$ cat src/rtl/acq_scheduler.sv
// Measurement sequencer: periodically starts the mic subsystem, waits for done with a timeout,
// averages 2^AVG_LOG2 settled angles and hands the result to the UART.
//
// state     | meaning
// ----------+------------------------------------------------------------
// IDLE      | stopped; accumulator and sample count held at zero
// START     | one-cycle start pulse; period and timeout timers loaded
// WAIT_DONE | waiting for subsys_done, timeout timer running
// SETTLE    | waiting ANGLE_LAT cycles after done, then sampling angel_in
// SEND      | average ready but UART busy; holding until uart_ready
// GAP       | waiting for the period timer to expire before next START
module acq_scheduler #(
    parameter int PERIOD_CYC  = 6_000_000,
    parameter int TIMEOUT_CYC = 3_000_000,
    parameter int ANGLE_LAT   = 2,
    parameter int AVG_LOG2    = 2
) (
    input  logic        clk_60MHz,
    input  logic        rst,
    input  logic        run_en,
    output logic        subsys_start,
    input  logic        subsys_done,
    input  logic [15:0] angel_in,
    output logic [15:0] uart_data,
    output logic        uart_ena,
    input  logic        uart_ready,
    output logic        busy,
    output logic        err_timeout,
    output logic [7:0]  timeout_cnt
);
    localparam int PW = $clog2(PERIOD_CYC + 1);
    localparam int TW = $clog2(TIMEOUT_CYC + 1);
    localparam int AW = 16 + AVG_LOG2;
    localparam int CW = AVG_LOG2 + 1;
    localparam int NS = 1 << AVG_LOG2;

    typedef enum logic [2:0] {
        S_IDLE, S_START, S_WAIT_DONE, S_SETTLE, S_SEND, S_GAP
    } state_t;

    state_t               state_q, state_d;
    logic [PW-1:0]        per_q, per_d;
    logic [TW-1:0]        tmo_q, tmo_d;
    logic [3:0]           lat_q, lat_d;
    logic signed [AW-1:0] acc_q, acc_d, acc_smp;
    logic [CW-1:0]        cnt_q, cnt_d, cnt_smp;
    logic                 subsys_start_q, subsys_start_d;
    logic                 uart_ena_q, uart_ena_d;
    logic                 busy_q, busy_d;
    logic                 err_timeout_q, err_timeout_d;
    logic [15:0]          uart_data_q, uart_data_d;
    logic [7:0]           timeout_cnt_q, timeout_cnt_d;

    always_comb begin
        state_d        = state_q;
        per_d          = per_q;
        tmo_d          = tmo_q;
        lat_d          = lat_q;
        acc_d          = acc_q;
        cnt_d          = cnt_q;
        uart_data_d    = uart_data_q;
        timeout_cnt_d  = timeout_cnt_q;
        subsys_start_d = 1'b0;
        uart_ena_d     = 1'b0;
        err_timeout_d  = 1'b0;
        acc_smp        = acc_q + AW'($signed(angel_in));
        cnt_smp        = cnt_q + CW'(1);

        if (state_q != S_IDLE && per_q != '0) per_d = per_q - PW'(1);
        if ((state_q == S_START || state_q == S_WAIT_DONE) && tmo_q != '0) tmo_d = tmo_q - TW'(1);
        if (state_q == S_SETTLE && lat_q != '0) lat_d = lat_q - 4'd1;

        case (state_q)
            S_IDLE: begin
                acc_d = '0;
                cnt_d = '0;
                if (run_en) state_d = S_START;
            end
            S_START: state_d = S_WAIT_DONE;
            S_WAIT_DONE: begin
                if (subsys_done) begin
                    state_d = S_SETTLE;
                    lat_d   = 4'(ANGLE_LAT - 1);
                end else if (tmo_q == '0) begin
                    err_timeout_d = 1'b1;
                    if (timeout_cnt_q != 8'hFF) timeout_cnt_d = timeout_cnt_q + 8'd1;
                    state_d = S_GAP;
                end
            end
            S_SETTLE: begin
                if (lat_q == '0) begin
                    acc_d = acc_smp;
                    cnt_d = cnt_smp;
                    if (cnt_smp == CW'(NS)) begin
                        uart_data_d = 16'(acc_smp >>> AVG_LOG2);
                        // UART already idle: issue the request straight away so it lands
                        // ANGLE_LAT+1 cycles after done; otherwise park in SEND.
                        if (uart_ready) begin
                            uart_ena_d = 1'b1;
                            acc_d      = '0;
                            cnt_d      = '0;
                            state_d    = S_GAP;
                        end else begin
                            state_d = S_SEND;
                        end
                    end else begin
                        state_d = S_GAP;
                    end
                end
            end
            S_SEND: begin
                if (uart_ready) begin
                    uart_ena_d = 1'b1;
                    acc_d      = '0;
                    cnt_d      = '0;
                    state_d    = S_GAP;
                end
            end
            S_GAP: begin
                if (per_q == '0) state_d = run_en ? S_START : S_IDLE;
            end
            default: state_d = S_IDLE;
        endcase

        if (state_d == S_START) begin
            subsys_start_d = 1'b1;
            per_d          = PW'(PERIOD_CYC - 1);
            tmo_d          = TW'(TIMEOUT_CYC - 1);
        end
        busy_d = (state_d != S_IDLE);
    end

    always_ff @(posedge clk_60MHz) begin
        if (rst) begin
            state_q        <= S_IDLE;
            per_q          <= '0;
            tmo_q          <= '0;
            lat_q          <= '0;
            acc_q          <= '0;
            cnt_q          <= '0;
            uart_data_q    <= '0;
            timeout_cnt_q  <= '0;
            subsys_start_q <= 1'b0;
            uart_ena_q     <= 1'b0;
            busy_q         <= 1'b0;
            err_timeout_q  <= 1'b0;
        end else begin
            state_q        <= state_d;
            per_q          <= per_d;
            tmo_q          <= tmo_d;
            lat_q          <= lat_d;
            acc_q          <= acc_d;
            cnt_q          <= cnt_d;
            uart_data_q    <= uart_data_d;
            timeout_cnt_q  <= timeout_cnt_d;
            subsys_start_q <= subsys_start_d;
            uart_ena_q     <= uart_ena_d;
            busy_q         <= busy_d;
            err_timeout_q  <= err_timeout_d;
        end
    end

    assign subsys_start = subsys_start_q;
    assign uart_ena     = uart_ena_q;
    assign busy         = busy_q;
    assign err_timeout  = err_timeout_q;
    assign uart_data    = uart_data_q;
    assign timeout_cnt  = timeout_cnt_q;
endmodule

$ cat config.mk
export PLATFORM = sky130hd
export DESIGN_NAME = acq_scheduler
export DESIGN_NICKNAME = d
export VERILOG_FILES = /design/src/rtl/acq_scheduler.sv
export SDC_FILE = /design/constraint.sdc
export NUM_CORES = 1
export LEC_CHECK = 0
export ABC_CLOCK_PERIOD_IN_PS = 3500
export BUFFER_PORTS_ARGS = -buffer_cell sky130_fd_sc_hd__buf_2
export CELL_PAD_IN_SITES_DETAIL_PLACEMENT = 0
export CELL_PAD_IN_SITES_GLOBAL_PLACEMENT = 1
export CORE_MARGIN = 1.5
export CORE_UTILIZATION = 45
export CTS_CLUSTER_SIZE = 30
export DETAILED_ROUTE_END_ITERATION = 7
export PLACE_DENSITY = 0.83
export SLEW_MARGIN = 20
export SYNTH_ARGS = -nofsm -noshare
export SYNTH_HDL_FRONTEND = slang
export SYNTH_SLANG_ARGS = --single-unit
$ cat constraint.sdc
create_clock -name clk_60MHz -period 3.5 [get_ports clk_60MHz]
set_input_delay 0.35 -clock clk_60MHz [delete_from_list [all_inputs] [get_ports clk_60MHz]]
set_output_delay 0.35 -clock clk_60MHz [all_outputs]
set_load 0.01 [all_outputs]
Yosys cells after proc, flatten, opt, wreduce, memory -nomap -nowiden
Cells that the tools add are included.
- input bits: 21
- logic and storage cells: 86
- bits in registers: 101
- bitwise gates (word level): 2
- equal/unequal tests: 10
- reductions and logical operators: 21
- $add $sub $neg: 6
- muxes and demuxes: 33
- operators by type and width (operator ; number):
    18-bit two-way mux ; 4
    18-bit one-hot mux with 3 select lines ; 1
    23-bit two-way mux ; 2
    22-bit two-way mux ; 2
    3-bit two-way mux ; 11
    23-bit zero test ; 1
    23-bit nonzero test ; 1
    23-bit by 1-bit subtractor with 23-bit output, second input constant ; 1
    22-bit zero test ; 1
    22-bit nonzero test ; 1
    22-bit by 1-bit subtractor with 22-bit output, second input constant ; 1
    18-bit by 16-bit adder with 18-bit output ; 1
    3-bit one-hot mux with 6 select lines ; 1
    4-bit two-way mux ; 3
    3-bit == test, second input constant ; 3
    3-bit one-hot mux with 3 select lines ; 1
    3-bit nonzero test ; 3
    8-bit by 1-bit adder with 8-bit output, second input constant ; 1
    8-bit inequality test, second input constant ; 1
    1-bit two-way mux ; 7
    3-bit by 1-bit == test with 1-bit output, second input constant ; 2
    3-bit by 2-bit == test with 1-bit output, second input constant ; 2
    3-bit AND reduction ; 2
    4-bit zero test ; 1
    other kinds (14) ; 18

Depth between registers and ports, before layout
- word-level depth: 7
- gate-level depth with buffers: 11
- mapped depth without buffers: 10

Worst setup path before layout
No wires, ideal clock.
- kind: input to register
- from: input port angel_in[14]
- to: register uart_data_q[15] (netlist: uart_data[15])
- stages on the path: 8
- arrival time: 2482 ps
- required time: 3438 ps
- slack: 955 ps
- buffers on the path: 0
- cells stage by stage: ha_1 > a21o_1 > a211oi_1 > mux2i_1 > o211ai_1 > or3b_2 > or4_1 > nand3_1
- word-level cells in the longest chain between the ends: 1
- ends and longest elaborated chain (element ; line ; text):
    start: declaration ; 23 ; input logic [15:0] angel_in,
    18-bit by 16-bit adder with 18-bit output ; 66 ; acc_smp = acc_q + AW'($signed(angel_in));
    end signal: assignment ; 154 ; uart_data_q <= uart_data_d;
    end: declaration ; 51 ; logic [15:0] uart_data_q, uart_data_d;
No other way between the ends.
A chain may end at the register's enable or synchronous reset.

Final worst setup path
- from: register tmo_q[10]
- to: register tmo_q[16]
- word-level cells in the longest chain between the ends: 6
- ends and longest elaborated chain (element ; line ; text):
    start: declaration ; 43 ; logic [TW-1:0] tmo_q, tmo_d;
    start signal: assignment ; 150 ; tmo_q <= tmo_d;
    22-bit zero test ; 84 ; end else if (tmo_q == '0) begin
    3-bit two-way mux ; 84 ;
    3-bit two-way mux ; 81 ; if (subsys_done) begin
    3-bit one-hot mux with 6 select lines ; 73 ; case (state_q)
    3-bit by 1-bit == test with 1-bit output ; 125 ; if (state_d == S_START) begin
    22-bit two-way mux or 2-bit nonzero test (tied branches) ; -- ;
Parallel ways exist; a longest one is shown, timed or not. The select of a mux whose other input is x is not followed.

==> metrics.yaml <==
grt_pass1_wl_um: 20200
fin_util_pct: 52.1
rr_worst_depth: 7
wl_per_cell_um: 14.3
final.min_clock_period_ns: 2.65
path_clk_slew_ns: 0.07
async_flop_share_pct: 0
cp_max_fo: 9
synthCells: 631
peakVddDrop_uv: 417
post-place-ws_ns: 0.737
comb_power_share_pct: 28.9
fillers: 1096
avgSynthCellArea_um2: 8.36
required_ns: 3.78
portBuffers: 48
maxCapViolations: 0
power.share.clock_pct: 28.0
power_w: 0.00350
finalWeightedCongestion: 0.861
netlist_area_um2: 5280
synth_seq_cells: 101
p_leak_nw: 2.35
reg2reg_slack_ns: 0.85
ys_warn_count: 0
end_kind: "flip-flop"
drv_slew: 0
p_sw_w: 0.00120
htree_levels: 3
clock_skew_ns: 0.00753
dieArea_um2: 12400
vias: 4521
startpoint_type: "flip-flop"
power_frac_seq_pct: 43.2
slew_headroom_pct: 43.4
ant_nets: 0
cts_resized: 0
r2r_start: "tmo_q[10]$_SDFFE_PP0P_"
drcViolationCount: 0
seq_area_um2: 2020
grt-ovfl-total: 0
hp-class: "input pin to flip-flop"
whs_ns: 0.299
post-cts-setup-buffers: 0
antenna_found_initial: 0
core_um2: 11400
hpwlAfterDp_um: 8470
clock.fmax_ghz: 0.378
holdPathStages: 3
syn_to_final_growth_pct: 12.8
grt_max_degree: 50
nNetsFinal: 721
fin_crit_sh_pct: 75.7
cts_sinks: 101
diodes: 0
hold_buffers: 0
synth-edff-count: 0
drive_gt1_share_pct: 12.7
hold_viol: 0
wl_um: 11700
internal_power_w: 0.00230
worstSetupPathType: "flip-flop to flip-flop"
synth_fp_nets: 678
rsz0062_at_grt: "no"
grtUsageTotal_pct: 19.8
die_h_um: 111
cts_tree: "yes"
power.density_nw_per_um2: 588
drtPass1Iterations: 4
arrival_ns: 2.93
clk_latency_ns: 0.35
cts-root-buf: "clkbuf_16"
synth_flop_cell: "dfxtp_1"
synth-seq-area-share_pct: 38.3
tightest_slew_ns: 0.849
ys_types: 63
row_count: 39
status: "complete, no violations"
r2r_end: "tmo_q[16]$_SDFFE_PP0P_"
start_util_pct: 46.2
first_global_vias: 4344
hold_path.startpoint: "uart_ready"
first_iter_violations: 259
setup_tns_ns: 0
fp.dieW_um: 111
finalSetupViolCount: 0
routed_via_density: 5.50
cts_buffers: 9
fin_ws_ns: 0.851
io_pins: 49
holdPathEnd: "uart_ena$_SDFF_PP0_"
sw_frac_of_total_pct: 34.4
multiInputGateArea_um2: 3080
clk_path_buf_depth: 2
per-layer routing:
layer / global-route usage, % / wire (um) / up-vias
li1: - / - / 2315
met5: 0 / 0 / -
met3: 4.26 / 430 / 10
met2: 32.7 / 5560 / 64
met4: 6.33 / 146 / 0
met1: 25.7 / 5620 / 2132
sequential cells by signal, summed over array words and instances (netlist names), 3 cells and up:
| register | cells |
|---|---|
| per_q | 23 |
| state_q | 3 |
| uart_data | 16 |
| acc_q | 18 |
| cnt_q | 3 |
| timeout_cnt | 8 |
| tmo_q | 22 |
| lat_q | 4 |
cells by family (layout without fill, tap and decap cells):
group                    count (synthesis)  after routing  share of synthesized area [%]
AO/OA/AOI/OAI                          143            143                           16.2
buffers and inverters                   44             92                           3.44
XOR/XNOR                                57             57                           9.46
flip-flops                             101            101                           38.3
AND/OR/NAND/NOR                        257            257                           25.7
adder cells (fa/ha/maj)                 26             26                           6.31
multiplexers                             3              3                          0.569
worst max-delay path by stage:
stage	depth (start not counted)	to	startpoint	slack (ns)
floorplan	8	uart_data[15]$_SDFFE_PP0P_	angel_in[14]	0.96
global placement	9	uart_data[15]$_SDFFE_PP0P_	angel_in[14]	0.74
detailed placement	9	uart_data[15]$_SDFFE_PP0P_	angel_in[14]	0.74
CTS	7	tmo_q[16]$_SDFFE_PP0P_	tmo_q[10]$_SDFFE_PP0P_	0.83
global route	9	tmo_q[16]$_SDFFE_PP0P_	per_q[0]$_SDFFE_PP0P_	0.54
finish	7	tmo_q[16]$_SDFFE_PP0P_	tmo_q[10]$_SDFFE_PP0P_	0.85
cells in the mapped netlist (all sizes together), types with 7 or more instances:
cell	number	area share, %
nor4	14	1.9
a22oi	10	1.4
xor2	15	2.5
xnor2	42	7.0
nand2	61	4.3
nand3b	12	1.7
nor2	69	5.0
dfxtp	101	38
clkbuf	18	1.3
and2	7	0.83
o21ai	29	2.8
or3	12	1.5
nor3	25	2.7
a21oi	63	6.0
inv	20	1.4
ha	25	5.9
nand3	15	1.4
per-stage QoR:
step	std cells	area (um^2)
after global placement	806	5650
after floorplan	631	5280
after global routing	822	5950
after detailed placement	806	5650
after CTS	822	5950
final	822	5950
power groups by stage:
stage | combinational, W | sequential [W] | clock (W)
detailed placement | 0.00101 | 0.00153 | 0
floorplan | 0.000828 | 0.00148 | 0
CTS | 0.00102 | 0.00151 | 0.00102
global route | 0.00114 | 0.00154 | 0.00105
global placement | 0.000988 | 0.00152 | 0
finish | 0.00101 | 0.00151 | 0.000978
critical path, stage by stage (launching register included):
cell	delay, ns
dfxtp_1	0.34
or3_1	0.51
nor3_4	0.30
and3_1	0.25
a2111oi_1	0.12
or3_1	0.50
or2_1	0.41
o21ai_1	0.14
cells in the final DEF (no fill, tap or decap), types with 7 or more instances in the layout:
cell       netlist  routed
a21oi_1         63      62
a22oi_1         10      10
and2_1           7       7
buf_2            4      48
buf_4            1       8
clkbuf_16        0       9
dfxtp_1        101     101
ha_1            25      25
inv_1           19      19
nand2_1         61      61
nand3_1         15      15
nand3b_1        12      12
nor2_1          68      68
nor3_1          23      23
nor4_1          12      12
o21ai_0         21      21
o21ai_1          8       8
or3_1           11      11
xnor2_1         42      42
xor2_1          15      15
cell type report:
cell class                 instances  area share (%)
clock buffer                      11            4.25
clock inverter                     5           0.736
inverter                          20            1.26
timing repair buffer              56            5.05
multi-input combinational        486            51.7
tap                              143            3.01
sequential                       101            34.0
No activity file was read; power rests on OpenSTA's default activity.
